### config.mk
export PLATFORM = sky130hd
export DESIGN_NAME = seven_segment_scan
export DESIGN_NICKNAME = d
export VERILOG_FILES = /design/src/rtl/seven_segment_scan.sv
export SDC_FILE = /design/constraint.sdc
export NUM_CORES = 1
export LEC_CHECK = 0
export ABC_AREA = 1
export CORE_ASPECT_RATIO = 0.9
export CORE_MARGIN = 1
export CORE_UTILIZATION = 61
export CTS_BUF_LIST = sky130_fd_sc_hd__clkbuf_4 sky130_fd_sc_hd__clkbuf_8
export DETAILED_ROUTE_END_ITERATION = 7
export PLACE_DENSITY = 0.89
export SYNTH_ARGS = -nofsm -noshare
export SYNTH_HDL_FRONTEND = slang
export SYNTH_SLANG_ARGS = --single-unit
### constraint.sdc
create_clock -name clk -period 3.65 [get_ports clk]
set_clock_uncertainty 0.1 [all_clocks]
set_input_delay 0.5475 -clock clk [delete_from_list [all_inputs] [get_ports clk]]
set_output_delay 0.5475 -clock clk [all_outputs]
set_load 0.02 [all_outputs]
### src/rtl/seven_segment_scan.sv
// Multiplexed seven-segment scanner: DIGITS positions, per-digit dp/enable/blink, 8-level PWM, guard gap.
// Latency: one cycle from cnt/ptr/blink state and inputs to the registered seg_n/an_n pins.
// Backpressure: none; free-running scan, inputs sampled every cycle.
// Optional macro SEVEN_SEGMENT_SCAN_HEX_EN: decode nibbles 10..15 as A,b,C,d,E,F (otherwise blank).
// Ports:
//   clk, rst_n            : clock, async active-low reset
//   digit_data[4*DIGITS]  : packed nibbles, digit 0 rightmost at [3:0]
//   dp_in, digit_en, blink_mask [DIGITS] : per-digit dp request, enable, blink mask
//   brightness[3]         : 0 dimmest .. 7 full
//   seg_n[8]              : active-low segments, [7]=dp, [6:0]=g..a
//   an_n[DIGITS]          : active-low anodes, at most one low
module seven_segment_scan #(
  parameter int DIGITS         = 8,
  parameter int REFRESH_CYCLES = 100_000,
  parameter int GUARD_CYCLES   = 1_000,
  parameter int BLINK_CYCLES   = 50_000_000
) (
  input  logic                  clk,
  input  logic                  rst_n,
  input  logic [4*DIGITS-1:0]   digit_data,
  input  logic [DIGITS-1:0]     dp_in,
  input  logic [DIGITS-1:0]     digit_en,
  input  logic [DIGITS-1:0]     blink_mask,
  input  logic [2:0]            brightness,
  output logic [7:0]            seg_n,
  output logic [DIGITS-1:0]     an_n
);

  localparam int CW = $clog2(REFRESH_CYCLES);
  localparam int PW = (DIGITS > 1) ? $clog2(DIGITS) : 1;
  localparam int BW = (BLINK_CYCLES > 1) ? $clog2(BLINK_CYCLES) : 1;
  // Room for (brightness+1)*REFRESH_CYCLES, up to 8*REFRESH_CYCLES, without truncation.
  localparam int LW = CW + 4;
  // Per-digit vectors are padded to a power of two so ptr indexes them without range issues.
  localparam int NP = 1 << PW;

  localparam logic [CW-1:0] CNT_MAX   = CW'(REFRESH_CYCLES - 1);
  localparam logic [PW-1:0] PTR_MAX   = PW'(DIGITS - 1);
  localparam logic [BW-1:0] BLINK_MAX = BW'(BLINK_CYCLES - 1);
  localparam logic [LW-1:0] GUARD     = LW'(GUARD_CYCLES);
  localparam logic [LW-1:0] REFRESH   = LW'(REFRESH_CYCLES);

  logic [CW-1:0] cnt;
  logic [PW-1:0] ptr;
  logic [BW-1:0] blink_cnt;
  logic          blink_phase;

  // Scan and blink timebases.
  always_ff @(posedge clk or negedge rst_n) begin
    if (!rst_n) begin
      cnt         <= '0;
      ptr         <= '0;
      blink_cnt   <= '0;
      blink_phase <= 1'b0;
    end else begin
      if (cnt == CNT_MAX) begin
        cnt <= '0;
        ptr <= (ptr == PTR_MAX) ? '0 : ptr + PW'(1);
      end else begin
        cnt <= cnt + CW'(1);
      end
      if (blink_cnt == BLINK_MAX) begin
        blink_cnt   <= '0;
        blink_phase <= ~blink_phase;
      end else begin
        blink_cnt <= blink_cnt + BW'(1);
      end
    end
  end

  logic [4*NP-1:0] data_pad;
  logic [NP-1:0]   dp_pad;
  logic [NP-1:0]   en_pad;
  logic [NP-1:0]   bm_pad;
  logic [3:0]      nibble;
  logic [LW-1:0]   limit;
  logic [LW-1:0]   cnt_ext;
  logic            in_window;
  logic            lit;
  logic [6:0]      seg_dec;
  logic [DIGITS-1:0] an_onehot;

  assign data_pad = (4*NP)'(digit_data);
  assign dp_pad   = NP'(dp_in);
  assign en_pad   = NP'(digit_en);
  assign bm_pad   = NP'(blink_mask);
  assign nibble   = data_pad[{ptr, 2'b00} +: 4];

  always_comb begin
    limit     = ((LW'(brightness) + LW'(1)) * REFRESH) >> 3;
    cnt_ext   = LW'(cnt);
    // Guard gap at slot start keeps the previous anode off before the next one turns on.
    in_window = (cnt_ext >= GUARD) && (cnt_ext < limit);
    lit       = in_window && en_pad[ptr] && !(bm_pad[ptr] && blink_phase);
    an_onehot = DIGITS'(1) << ptr;
  end

  always_comb begin
    seg_dec = 7'h7F;
    case (nibble)
      4'h0: seg_dec = 7'h40;
      4'h1: seg_dec = 7'h79;
      4'h2: seg_dec = 7'h24;
      4'h3: seg_dec = 7'h30;
      4'h4: seg_dec = 7'h19;
      4'h5: seg_dec = 7'h12;
      4'h6: seg_dec = 7'h02;
      4'h7: seg_dec = 7'h78;
      4'h8: seg_dec = 7'h00;
      4'h9: seg_dec = 7'h10;
`ifdef SEVEN_SEGMENT_SCAN_HEX_EN
      4'hA: seg_dec = 7'h08;
      4'hB: seg_dec = 7'h03;
      4'hC: seg_dec = 7'h46;
      4'hD: seg_dec = 7'h21;
      4'hE: seg_dec = 7'h06;
      4'hF: seg_dec = 7'h0E;
`else
      default: seg_dec = 7'h7F;
`endif
    endcase
  end

  // Pins are registered so the anode/segment edges are glitch-free.
  always_ff @(posedge clk or negedge rst_n) begin
    if (!rst_n) begin
      an_n  <= '1;
      seg_n <= 8'hFF;
    end else if (lit) begin
      an_n  <= ~an_onehot;
      seg_n <= {~dp_pad[ptr], seg_dec};
    end else begin
      an_n  <= '1;
      seg_n <= 8'hFF;
    end
  end

endmodule

Word level (Yosys, flattened, before mapping). Memories as Yosys holds them, arrays and structs flattened. Index checks and enable logic that the tools add are counted.

Word-level logic and storage cells: 39. Flip-flop bits (word level): 63. Bits in read-only memories: 112. Memory bits (writable): 0. Output and inout bits: 16. Memories kept: 1. Input port bits: 61. Bits in latches: 0.

Order comparisons: 3. Shift-type cells: 2. Add/subtract/negate cells: 4. Reduce and logical (&&, ||, !) cells: 5. Multiplexer cells: 11. Div/mod/pow operators: 0. Eq/ne operators: 3. Bitwise gates (word level): 3. Multiply operators: 1.

Memory list: (name not given) (depth 16, bits a word 7, read ports 1, clocked after memory_dff 0, write ports 0, RTL line 100) `case (nibble)`.

Operators by type and width (number): $shiftx 32x6->4 (1); $add 26x1->26 const B (1); $eq 26x26->1 const B (1); $mux 26 (1); $lt 17x18->1 (1); $add 17x1->17 const B (1); $eq 17x17->1 const B (1); $ge 17x10->1 const B (1); $mux 17 (1); $mul 4x12->16 const B (1); $mux 8 (2); $bmux 1 s3 (3); $not 8->8 (1); $shl 1x3->8 const A (1); $add 3x1->4 const B (1); $logic_and 1x1->1 (4); $lt 3x4->1 const B (1); $add 3x1->3 const B (1); $eq 3x3->1 const B (1); $mux 1 (3); $mux 3 (1); $not 1->1 (2); $logic_not 1->1 (1).

Logic depth before layout (Yosys ltp). Gate-level depths: netlist (run 1).

Word-level depth: 7. Mapped depth: 28. Gate-level depth less buffers: 27.

Worst setup path after synthesis (run 1). OpenSTA, ideal clock, no wires.

Path type: in2reg. Start point: in brightness[0]. End point: reg an_n[0]. Data arrival time: 3.614 ns. Path buffers: 1. Setup time: 0.082 ns. Stages on the path: 18. Required time: 3.468 ns. Path slack: -0.146 ns. Path through: inv_1 -> ha_1 -> ha_1 -> ha_1 -> ha_1 -> a21oi_1 -> o21ai_0 -> a21oi_1 -> o21ai_0 -> xor2_1 -> ha_1 -> a21oi_1 -> nor2_1 -> a211oi_1 -> nor2_1 -> nor2_4 -> buf_8 -> nand3_2.

Cells in the longest elaborated chain, start to end: 7.

RTL lines: start, declared (RTL line 24) `input logic [2:0] brightness,`; $add 3x1->4 (RTL line 90) `limit = ((LW'(brightness) + LW'(1)) * REFRESH) >> 3;`; $mul 4x12->16 (RTL line 90); $lt 17x18->1 (RTL line 93) `in_window = (cnt_ext >= GUARD) && (cnt_ext < limit);`; $logic_and 1x1->1 (RTL line 93); $logic_and 1x1->1 (2 in a row) (RTL line 94) `lit = in_window && en_pad[ptr] && !(bm_pad[ptr] && blink_phase);`; $mux 8 (RTL line 129) `end else if (lit) begin`; end signal, assigned (RTL line 130) `an_n <= ~an_onehot;`; end, declared (RTL line 26) `output logic [DIGITS-1:0] an_n`.

No other way between the ends. A chain may end at the register's enable or synchronous reset.

Final worst setup path (run 1).
Start point: in brightness[0]. End point: reg seg_n[3].

Cells in the longest elaborated chain, start to end: 7.

RTL lines: $add 3x1->4 (RTL line 90); $mul 4x12->16 (RTL line 90); $lt 17x18->1 (RTL line 93); $logic_and 1x1->1 (RTL line 93); $logic_and 1x1->1 (2 in a row) (RTL line 94); $mux 8 (RTL line 129); end signal, assigned (RTL line 131) `seg_n <= {~dp_pad[ptr], seg_dec};`; end, declared (RTL line 25) `output logic [7:0] seg_n,`.

No other way between the ends.

==> impl_summary.txt, run 1 <==
----------------------------------------------------
[Status]
  Result of the run ... complete, but fails checks
  Violated checks ... setup timing

[Job]
  Maximum capacitance violations ... 0

[Layout]
  Leading cell type in the layout, fill and taps excluded ... nand2_1
  Growth of design area from synthesis to finish ... 28.1%
  Diodes inserted ... 0
  Fraction of final layout cells with drive strength greater than 1 ... between 15 and 20%
  Fillers ... 504
  Commonest non-fill, non-tap cells in the layout ... nand2_1, inv_1, nor2_1, clkdlybuf4s50_1, dfrtp_1
  Multi-input gate area ... about 2900 sq um
  Final nets ... ~900
  Sequential cell area ... 1600 sq um

[Clocking]
  Skew-Pair Late Insertion Delay ... around 0.34 ns
  CTS clk-pin slew, worst paths ... roughly 0.07 ns
  Clock Root Buffer ... clkbuf_8
  Inserted Clock Buffers ... 9
  Number of buffers on the longest clock path ... 2
  TritonCTS sink count ... 63
  Number of buffers inserted by hold repair at cts ... 0
  Max H-tree Level ... 3
  TritonCTS clock tree ... yes

[Power and ir drop]
  Worst IR Drop VDD ... between 0.0002 and 0.0003 V
  Switching power ... about 0.00044 W
  Design internal power ... around 0.0012 W
  Combinational power share ... between 20 and 25%
  Part of the power in the clock network ... between 30% and 40%
  Sequential power share ... a little over two fifths
  Ratio of total power to cell area ... about 250 nW/um^2
  Leakage power ... approximately 3.2 nW
  Switch share ... between 20 and 30%

[Synthesis]
  Synthesized area per cell ... 7.21 sq um
  Number of standard cells after synthesis ... ~700
  Yosys top cell by area ... dfrtp_1
  Adder-cell share of the synthesized area ... 11.0%
  Share of the synthesized area in compound gates (AO/OA/AOI/OAI) ... under 10%
  Multiplexer fraction of the synthesized cell area ... 0%
  Parity-gate share of the synthesized area counting xor and xnor cells ... under 10%
  Largest family of logic cells by synthesized area ... simple AND/OR/NAND/NOR gates
  Top cell type's share of synthesized area ... a little under a quarter
  Yosys warnings ... 0
  Cell area after synthesis ... a little under 5000 sq um
  Synth Net Count ... roughly 800
  Number of unique standard cell types used by synthesis ... 44
  Area share of and/or/nand/nor cells after synthesis ... about 32%
  Seq cells post-synth ... 63
  Cell types with the largest area share after synthesis ... dfrtp_1, ha_1, nand2_1, inv_1, dfstp_2
  Sequential share of the synthesized area ... between 30% and 40%

[GRT]
  Number of antenna violations at the first check in global routing ... 0
  Maximum number of pins on one net before global-route repair ... 48
  First-pass GRT wire length ... 20800 um
  Remaining global-route overflow ... 0
  GRT Resource Usage Total ... 31.8%
  Via count of the first global-routing pass ... 4690

[Critical path]
  R2r setup slk ... roughly 0.95 ns
  Combined buffer and inverter count along the critical path ... 10
  Startpoint of the worst setup timing path ... brightness[0]
  Worst EP required ... ~3.8 ns
  Biggest fanout along the worst timing path ... 7
  Crit path launch type ... input pin
  Reg2Reg Launch Point ... ptr[1]
  Stage delay of the slowest cell on the critical path ... 0.30 ns
  Class of the most critical setup path ... in -> reg
  Worst path top cell family by delay ... simple AND/OR/NAND/NOR gates
  Count of cell instances traversed by the critical path ... 28
  Slowest stage cell, crit path ... ha_2
  Data arrival time of the critical path ... about 3.9 ns
  Endpoint type of the worst setup path ... flip-flop
  Worst-case reg-to-reg path depth ... 13
  Endpoint of the lowest-slack register-to-register path ... seg_n[3]
  Worst setup endpoint ... seg_n[3]

[Routing]
  First-pass DRT Iterations ... 5
  Via count ... roughly 5k
  Routed via count divided by cell count ... 5.66
  Total routed wirelength ... ~14000 um
  Antenna-violating nets left ... 0
  Routed len/inst ... about 15 um
  Total DRC errors in the routed layout ... 0
  DRC marker count from the first detailed-route iteration ... 344

[Timing]
  Share of the cycle needed by the critical path after routing ... 102%
  Fmax ... about 270 MHz
  Post-route worst setup slack ... -0.0553 ns
  Final Setup Violations ... 16
  Number of endpoints with negative hold slack in the final report ... 0
  Final Max Tran Viols ... 0
  Worst hold margin ... roughly 0.28 ns
  Setup TNS after final layout ... -0.469 ns
  Transition time at the pin with the least slew margin ... between 1 and 1.5 ns
  Slew headroom ... 31.9%
  Post-layout min period ... approximately 3.7 ns

[Place]
  IO Port Bufs ... 76
  Half-perimeter wire length after detailed placement ... 9750 um
  Setup slack at placement ... -0.987 ns
  Placer Congestion ... a little over 0.9

[Floorplanning]
  Height of the die ... around 87 um
  Initial core utilization ... ~64%
  Total die area ... between 8000 and 9000 sq um
  Top-Level Pins ... 77
  Core Box Area ... around 7700 sq um
  Number of rows created at floorplan ... 30
  Horizontal die dimension ... 96.6 um

[Hold path]
  Tightest Hold Check Type ... in -> async

----------------------------------------------------
==> state kept, by name, indices dropped and copies added (netlist names) <==
name,cells
ptr,3
seg_n,8
an_n,8
blink_cnt,26
cnt,17
blink_phase,1
==> worst reg2reg max path: stages (launching register included) <==
cell     delay, ns
dfrtp_1       0.71
inv_2         0.31
nor2_1        0.18
o21ai_0       0.09
nand2_1       0.07
inv_1         0.04
o21ai_1       0.26
inv_1         0.14
ha_1          0.30
nand3_1       0.10
nand3_1       0.11
nand2_1       0.06
inv_1         0.06
nand3_1       0.09
==> final cells by class <==
class / count / area share [%]
Timing Repair Buffer: 110 / 16.4
Clock buffer: 12 / 2.43
Tap cell: 96 / 1.91
Sequential cell: 63 / 25.4
Inverter: 117 / 7.08
Clock inverter: 4 / 0.358
Multi-Input combinational cell: 488 / 46.4
==> worst min-delay path by stage <==
stage          startpoint       endpoint  slack [ns]  cells after the start
2_1_floorplan       rst_n   blink_cnt[0]        0.15                      0
3_3_place_gp       cnt[0]         cnt[0]        0.38                      1
3_5_place_dp       cnt[0]         cnt[0]        0.41                      1
4_1_cts             rst_n  blink_cnt[20]        0.30                      1
5_1_grt             rst_n  blink_cnt[20]        0.36                      1
6_report            rst_n  blink_cnt[15]        0.28                      1
==> power groups by stage <==
stage          Clock, W  Sequential [W]  Combinational [W]
2_1_floorplan         0        0.000712           0.000153
3_3_place_gp          0        0.000711           0.000290
3_5_place_dp          0        0.000711           0.000306
4_1_cts        0.000543        0.000699           0.000309
5_1_grt        0.000571        0.000699           0.000385
6_report       0.000541        0.000699           0.000350
==> cell usage after synthesis <==
cell and instances:
xor2_1 16, nor2_4 1, o21ai_4 1, buf_4 2, nand3_2 11, a211oi_1 2, or3_1 1, buf_2 5
xnor2_1 8, a2bb2oi_1 1, nand3_1 46, o22ai_1 1, nor3_1 15, nor3_4 1, nor3b_1 3, buf_8 1
inv_4 1, dfstp_2 16, nor2_2 3, nand3b_1 2, o21ai_2 1, o21a_1 1, nand2_2 5, nand4_2 2
o21ai_1 8, nand2_1 141, o211ai_1 3, o21bai_1 2, o221a_2 1, nand2_4 1, nor4_1 7, inv_2 3
nand4_1 11, inv_1 113, dfrtp_1 47, a31oi_1 4, ha_1 43, o211a_1 1, buf_6 5, o31ai_1 1
a32o_1 1, nor2_1 99, o21ai_0 28, a21oi_1 16
==> through the flow <==
stage	instances	area [sq um]	utilization, %	power (W)
floorplan	681	4950	-	0.000864
global placement	868	5940	77.5	0.00100
detailed placement	868	5940	77.5	0.00102
CTS	888	6170	80.6	0.00155
global route	890	6290	82.1	0.00165
finish	890	6290	82.1	0.00159
==> per-layer routing <==
metal	share of wire (%)	wire (um)	vias to the layer above	GRT usage, %
met5	0	0	-	0
met4	2.7	368	0	10.0
met3	6.8	919	44	6.02
met2	50	6700	243	54.0
met1	41	5550	2352	40.6
li1	-	-	2394	-
==> cell families after synthesis <==
group,Yosys count
and+or+nand+nor,349
buffers and inverters,130
AOI/OAI and AO/OA,72
DFF,63
adders and majority gates,43
xor gates and xnor gates,24
==> timing repair <==
action,in CTS,in global routing
resized for setup,13,31
hold endpoints to repair,0,0
endpoints found under the setup margin,16,16
pin swaps,2,8
buffers inserted,4,2
(Power assumes the default switching activity.)
==> inputs of run 2 (changes only) <==
--- a/config.mk
+++ b/config.mk
@@ -10,7 +10,9 @@
 export CORE_MARGIN = 1
 export CORE_UTILIZATION = 61
 export CTS_BUF_LIST = sky130_fd_sc_hd__clkbuf_4 sky130_fd_sc_hd__clkbuf_8
+export CTS_CLUSTER_SIZE = 8
 export DETAILED_ROUTE_END_ITERATION = 7
+export GPL_ROUTABILITY_DRIVEN = 0
 export PLACE_DENSITY = 0.89
 export SYNTH_ARGS = -nofsm -noshare
 export SYNTH_HDL_FRONTEND = slang
==> impl_summary.txt, run 2 (synthesized netlist as in run 1, its figures left out) <==
----------------------------------------------------
[Status]
  Result of the run ... finished clean

[Layout]
  Commonest non-fill, non-tap cells in the layout ... nand2_1, inv_1, nor2_1, clkdlybuf4s50_1, dfrtp_1
  Leading cell type in the layout, fill and taps excluded ... nand2_1
  Non-Filler Instances ... around 890
  Fraction of final layout cells with drive strength greater than 1 ... approximately 14%
  Core occupancy in the finished layout ... 81.2%
  Top flop regs ... blink_cnt x26, cnt x17
  Design Area, Final ... around 6200 sq um
  Growth of design area from synthesis to finish ... 26.6%
  Final nets ... ~890
  Register with the most flip-flops ... blink_cnt
  Diodes inserted ... 0
  Max FFs per register ... 26

[Floorplanning]
  Total die area ... roughly 8400 sq um
  Number of rows created at floorplan ... 30
  Core Box Area ... 7660 sq um
  Top-Level Pins ... 77
  Initial core utilization ... approximately 64%
  Horizontal die dimension ... 96.6 um
  Height of the die ... around 87 um

[GRT]
  M2 GR Usage ... between 50% and 60%
  Grt met3 use ... 7.33%
  Maximum number of pins on one net before global-route repair ... 43
  Number of antenna violations at the first check in global routing ... 0
  Grt peak-use layer ... met2
  First-pass GRT wire length ... around 21000 um
  Via count of the first global-routing pass ... between 4k and 5k
  GRT Resource Usage Total ... between 30 and 40%
  Met1 track demand over resource in global routing ... between 30% and 40%
  Remaining global-route overflow ... 0

[Place]
  IO Port Bufs ... 76
  Placement-stage cell area ... 5950 sq um
  Count of placed standard cells including taps ... 868
  Half-perimeter wire length after detailed placement ... 9600 um
  Setup slack at placement ... -0.697 ns

[Routing]
  Via count ... about 4.9k
  First-pass DRT Iterations ... 8
  Antenna-violating nets left ... 0
  Total routed wirelength ... roughly 13000 um
  DRC marker count from the first detailed-route iteration ... ~350
  Routed len/inst ... ~15 um
  Routed via count divided by cell count ... around 5.6
  Total DRC errors in the routed layout ... 0

[Critical path]
  Class of the most critical setup path ... in -> reg
  Data arrival time of the critical path ... roughly 3.8 ns
  Biggest fanout along the worst timing path ... 16
  Worst EP required ... around 3.8 ns
  Worst-case reg-to-reg path depth ... 13
  Crit path launch type ... input pin
  Stage delay of the slowest cell on the critical path ... between 0.3 and 0.4 ns
  Ordered cell list for the critical path ... clkbuf_2, ha_4, inv_1, nand2_2, nand2_2, ha_1, inv_1, ha_1, buf_4, xor2_1, nand2_1, nor4_1, nand2_1, nand3_1, nand2_1, ha_1, inv_1, o21bai_1, nand3_1, nand2_2, nor2_4, buf_12, nand3_1
  Slowest stage cell, crit path ... ha_1
  Endpoint type of the worst setup path ... flip-flop

[Timing]
  Post-route worst setup slack ... 0.0200 ns
  Fmax ... roughly 280 MHz
  Final Max Tran Viols ... 0
  Slew headroom ... a little under 40%
  Number of endpoints with negative hold slack in the final report ... 0
  Post-layout min period ... ~3.6 ns
  Share of the cycle needed by the critical path after routing ... 99.5%
  Final Setup Violations ... 0
  Transition time at the pin with the least slew margin ... just over 0.9 ns
  Setup TNS after final layout ... 0 ns

[Clocking]
  Skew-Pair Late Insertion Delay ... between 0.3 and 0.4 ns
  Inserted Clock Buffers ... 9
  Max H-tree Level ... 3
  Number of buffers on the longest clock path ... 2
  Number of buffers inserted by hold repair at cts ... 0
  CTS clk-pin slew, worst paths ... 0.07 ns
  TritonCTS clock tree ... yes
  TritonCTS sink count ... 63
  Clock Root Buffer ... clkbuf_8

[Power and ir drop]
  Switch share ... 25.4%
  Worst IR Drop VDD ... 0.000345 V
  Ratio of total power to cell area ... approximately 270 nW/um^2
  Part of the power in the clock network ... approximately 40%
  Design internal power ... 0.00125 W
  Leakage power ... 3.14 nW
  Sequential power share ... 41.6%
  Combinational power share ... 19.0%
  Switching power ... between 0.0004 and 0.0005 W

[Job]
  Maximum capacitance violations ... 0

[Hold path]
  Tightest Hold Check Type ... in -> async

----------------------------------------------------
==> run 2: cell types whose count changed in the layout (fill, tap and decap cells not counted), moves of 3 or more <==
cell and delta:
ha_1 +4, inv_2 -3, o21ai_1 +3, inv_1 +3
clkbuf_4 -3
==> run 2: through the flow <==
step / hold WS, ns / total power [W]
finish: 0.231 / 0.00168
global route: 0.298 / 0.00175
CTS: 0.254 / 0.00167
detailed placement: 0.404 / 0.00102
global placement: 0.377 / 0.00100
floorplan: 0.152 / 0.000864
==> run 2: layout make-up <==
class	count	area [sq um]
Timing Repair Buffer	105	986
Inverter	117	445
Clock buffer	10	131
Sequential cell	63	1600
Clock inverter	6	85.1
Multi-Input combinational cell	488	2850
Fill cell	486	1440
Tap cell	96	120
==> run 2: what timing repair did <==
action / 4_1_cts / 5_1_grt
buffers inserted: 0 / 1
pin swaps: 0 / 6
endpoints found under the hold margin: 0 / 0
setup endpoints to repair: 16 / 16
resized for setup: 8 / 18
==> run 2: path summary, 6_finish.rpt <==
kind,start,end,slack [ns]
setup reg to reg,ptr[1],seg_n[3],1.03
min in group clk,cnt[0],cnt[0],0.41
hold / removal,rst_n,blink_cnt[6],0.23
setup / recovery,brightness[1],an_n[7],0.02
max in group asynchronous,rst_n,an_n[3],2.32
hold reg to reg,cnt[0],cnt[0],0.41
==> run 2: critical path: cells and delay by family <==
family,cells,cell delay (ns)
simple gates,11,1.29
fa+ha+maj,4,1.03
buf+inv,6,0.67
xor+xnor,1,0.19
compound gates,1,0.09
==> run 2: layer usage <==
layer	wire, um	vias up
met3	870	47
met5	0	-
met1	5250	2294
li1	-	2389
met4	429	0
met2	6450	201
==> run 2: power by group through the flow <==
stage	registers, W	clock network [W]	logic, W
after floorplan	0.000712	0	0.000153
after global placement	0.000711	0	0.000290
after detailed placement	0.000711	0	0.000306
after CTS	0.000699	0.000666	0.000308
after global routing	0.000698	0.000699	0.000352
final	0.000699	0.000661	0.000320
==> inputs of run 3 (changes only) <==
--- a/config.mk
+++ b/config.mk
@@ -14,6 +14,7 @@
 export DETAILED_ROUTE_END_ITERATION = 7
 export GPL_ROUTABILITY_DRIVEN = 0
 export PLACE_DENSITY = 0.89
+export SLEW_MARGIN = 10
 export SYNTH_ARGS = -nofsm -noshare
 export SYNTH_HDL_FRONTEND = slang
 export SYNTH_SLANG_ARGS = --single-unit
==> results of run 3 <==
Same layout as run 2: the final DEF is identical, and so are final timing and power.
==> RTL change: new RTL, config.mk and constraints of run 1 <==
`BLINK_CYCLES`: 50_000_000 -> 25_000_000.
--- a/src/rtl/seven_segment_scan.sv
+++ b/src/rtl/seven_segment_scan.sv
@@ -14,5 +14,5 @@
   parameter int REFRESH_CYCLES = 100_000,
   parameter int GUARD_CYCLES   = 1_000,
-  parameter int BLINK_CYCLES   = 50_000_000
+  parameter int BLINK_CYCLES   = 25_000_000
 ) (
   input  logic                  clk,
Function: no difference found for any inputs over 10 cycles, from zero or initial values and one cycle with rst_n low; that may be too few to reach the edited logic, so the function may still have changed.
==> RTL change against run 1 <==
- critical path depth decreased by 5
- the run still ends with negative setup slack left
- sequential share of layout area is 1.7 points lower
- count of clock-buffer cells in the layout unchanged
- global-route usage increased by 4.3 points
- sequential cell count fell by 1
- area after synthesis increased by 1.6%
- cell count up 1.9%
- worst setup slack worse by 0.39 ns
- total power increased by 8.1%
- final area increased by 5.4%
- via count is 9.8% higher
- wire length is 19% higher
==> RTL change: results (changes against run 1) <==
The worst IR drop on VDD came out at 0.1694 mV (-37%). The most critical setup path has its endpoint at an_n[1]. The layout net count is 913 (+2.2%). The post-synthesis sequential area ratio is 0.3153 (-0.01000). The detail-routed via count per cell is 6.092 (+7.7%).

The maximum fanout along the worst path was 8 (+1). The worst hold slack is 0.2380 ns (-0.03816 ns). In this run the critical register-to-register path is launched from ptr[0].

The share of layout cells above drive strength 1 was 0.2047 (+0.04096). The signal arrival time at the worst endpoint was 4.27 ns (+0.39 ns). The first-pass GRT wire length is 24.24 mm (+17%). In this run the critical register-to-register path is captured at seg_n[1]. The worst stage delay on the critical path came to 0.35 ns (+0.05 ns).

The count of cells resized by post-cts repair came out at 33 (+20). The pin count of the biggest net entering global routing was 44 (-8.3%). The number of global-route vias before repair is 5128 (+9.3%). The routed length on met1 was 6.038 mm (+8.9%). In the post-synthesis netlist, the biggest area contributors are sky130_fd_sc_hd__dfrtp_1 (23%), sky130_fd_sc_hd__ha_1 (12%), sky130_fd_sc_hd__nand2_1 (9.0%), sky130_fd_sc_hd__dfstp_2 (8.4%), sky130_fd_sc_hd__nor2_1 (7.8%). The total of endpoints with negative setup slack in the final report came out at 16 (unchanged). By count the netlist is led by sky130_fd_sc_hd__nand2_1 (120), sky130_fd_sc_hd__nor2_1 (103), sky130_fd_sc_hd__inv_1 (89), sky130_fd_sc_hd__nand3_1 (55). The first-pass iteration count of the detailed router came out at 6 (+1). The slowest stage cell on the critical path is sky130_fd_sc_hd__ha_1. The total length of routed met3 wires came out at 1.645 mm (+79%). The least setup slack across all paths after layout came out at -0.4495 ns (-0.3942 ns).

The post-synthesis net count is 790 (+0.64%). The all-layer global routing usage came out at 0.3611 (+0.04345). The number of DRC markers after the initial detailed-route iteration came out at 480 (+40%). The global placement routability congestion came to 0.9562 (+4.2%). The total negative slack was -6.729 ns (-6.260 ns). The final HPWL from detailed placement is 9.878 mm (+1.3%). In the final layout, the registers with the most flip-flops are blink_cnt x25, cnt x17.

The wire length on met2 came to 7.492 mm (+12%). The final reports fail on negative setup slack. The run finished, with violations left.
## RTL change: final cells by class
class | count | area [um2]
sequential | 62 | 1572
inverter | 104 | 394.1
clock buffer | 12 | 158.9
fill | 393 | 1107
clock inverter | 4 | 22.52
timing repair buffer | 123 | 1166
tap | 96 | 120.1
multi-input combinational | 506 | 3192
## RTL change: per-layer routing
metal | vias to the layer above | global-route usage
met3 | 104 | 0.08380
met2 | 428 | 0.6389
met1 | 2532 | 0.4207
met5 | - | 0
li1 | 2461 | -
met4 | 0 | 0.1751
## RTL change: worst max-delay path: cells and delay by family
family                   cells  cell delay (ns)
XOR/XNOR                     2             0.33
adder cells (fa/ha/maj)      5             1.26
buffers and inverters        4             0.50
AND/OR/NAND/NOR              9             0.94
AO/OA/AOI/OAI                3             0.65
## RTL change: logic make-up after synthesis
logic type | after synthesis | share of synthesized area
buffers and inverters | 115 | 0.09688
AOI/OAI and AO/OA | 72 | 0.08133
DFF | 62 | 0.3153
and+or+nand+nor | 358 | 0.3384
adders and majority gates | 46 | 0.1155
xor gates and xnor gates | 30 | 0.05271
## RTL change: power by group
part	leakage (uW)	internal, uW	switching (uW)	total (uW)
Combinational	0.00228	238	234	472
Sequential	0.000782	688	0	688
Clock	0.0000956	287	271	559
## RTL change: metrics by stage
| step | cells | util | cell area (um2) | setup WS (ns) |
|---|---|---|---|---|
| 4_1_cts | 905 | 0.8500 | 6573 | -0.06933 |
| 2_1_floorplan | 683 | - | 5112 | -0.1671 |
| 6_report | 907 | 0.8568 | 6625 | -0.4495 |
| 3_3_place_gp | 879 | 0.7997 | 6183 | -0.7816 |
| 5_1_grt | 907 | 0.8568 | 6625 | -0.4535 |
| 3_5_place_dp | 879 | 0.7997 | 6183 | -0.9856 |
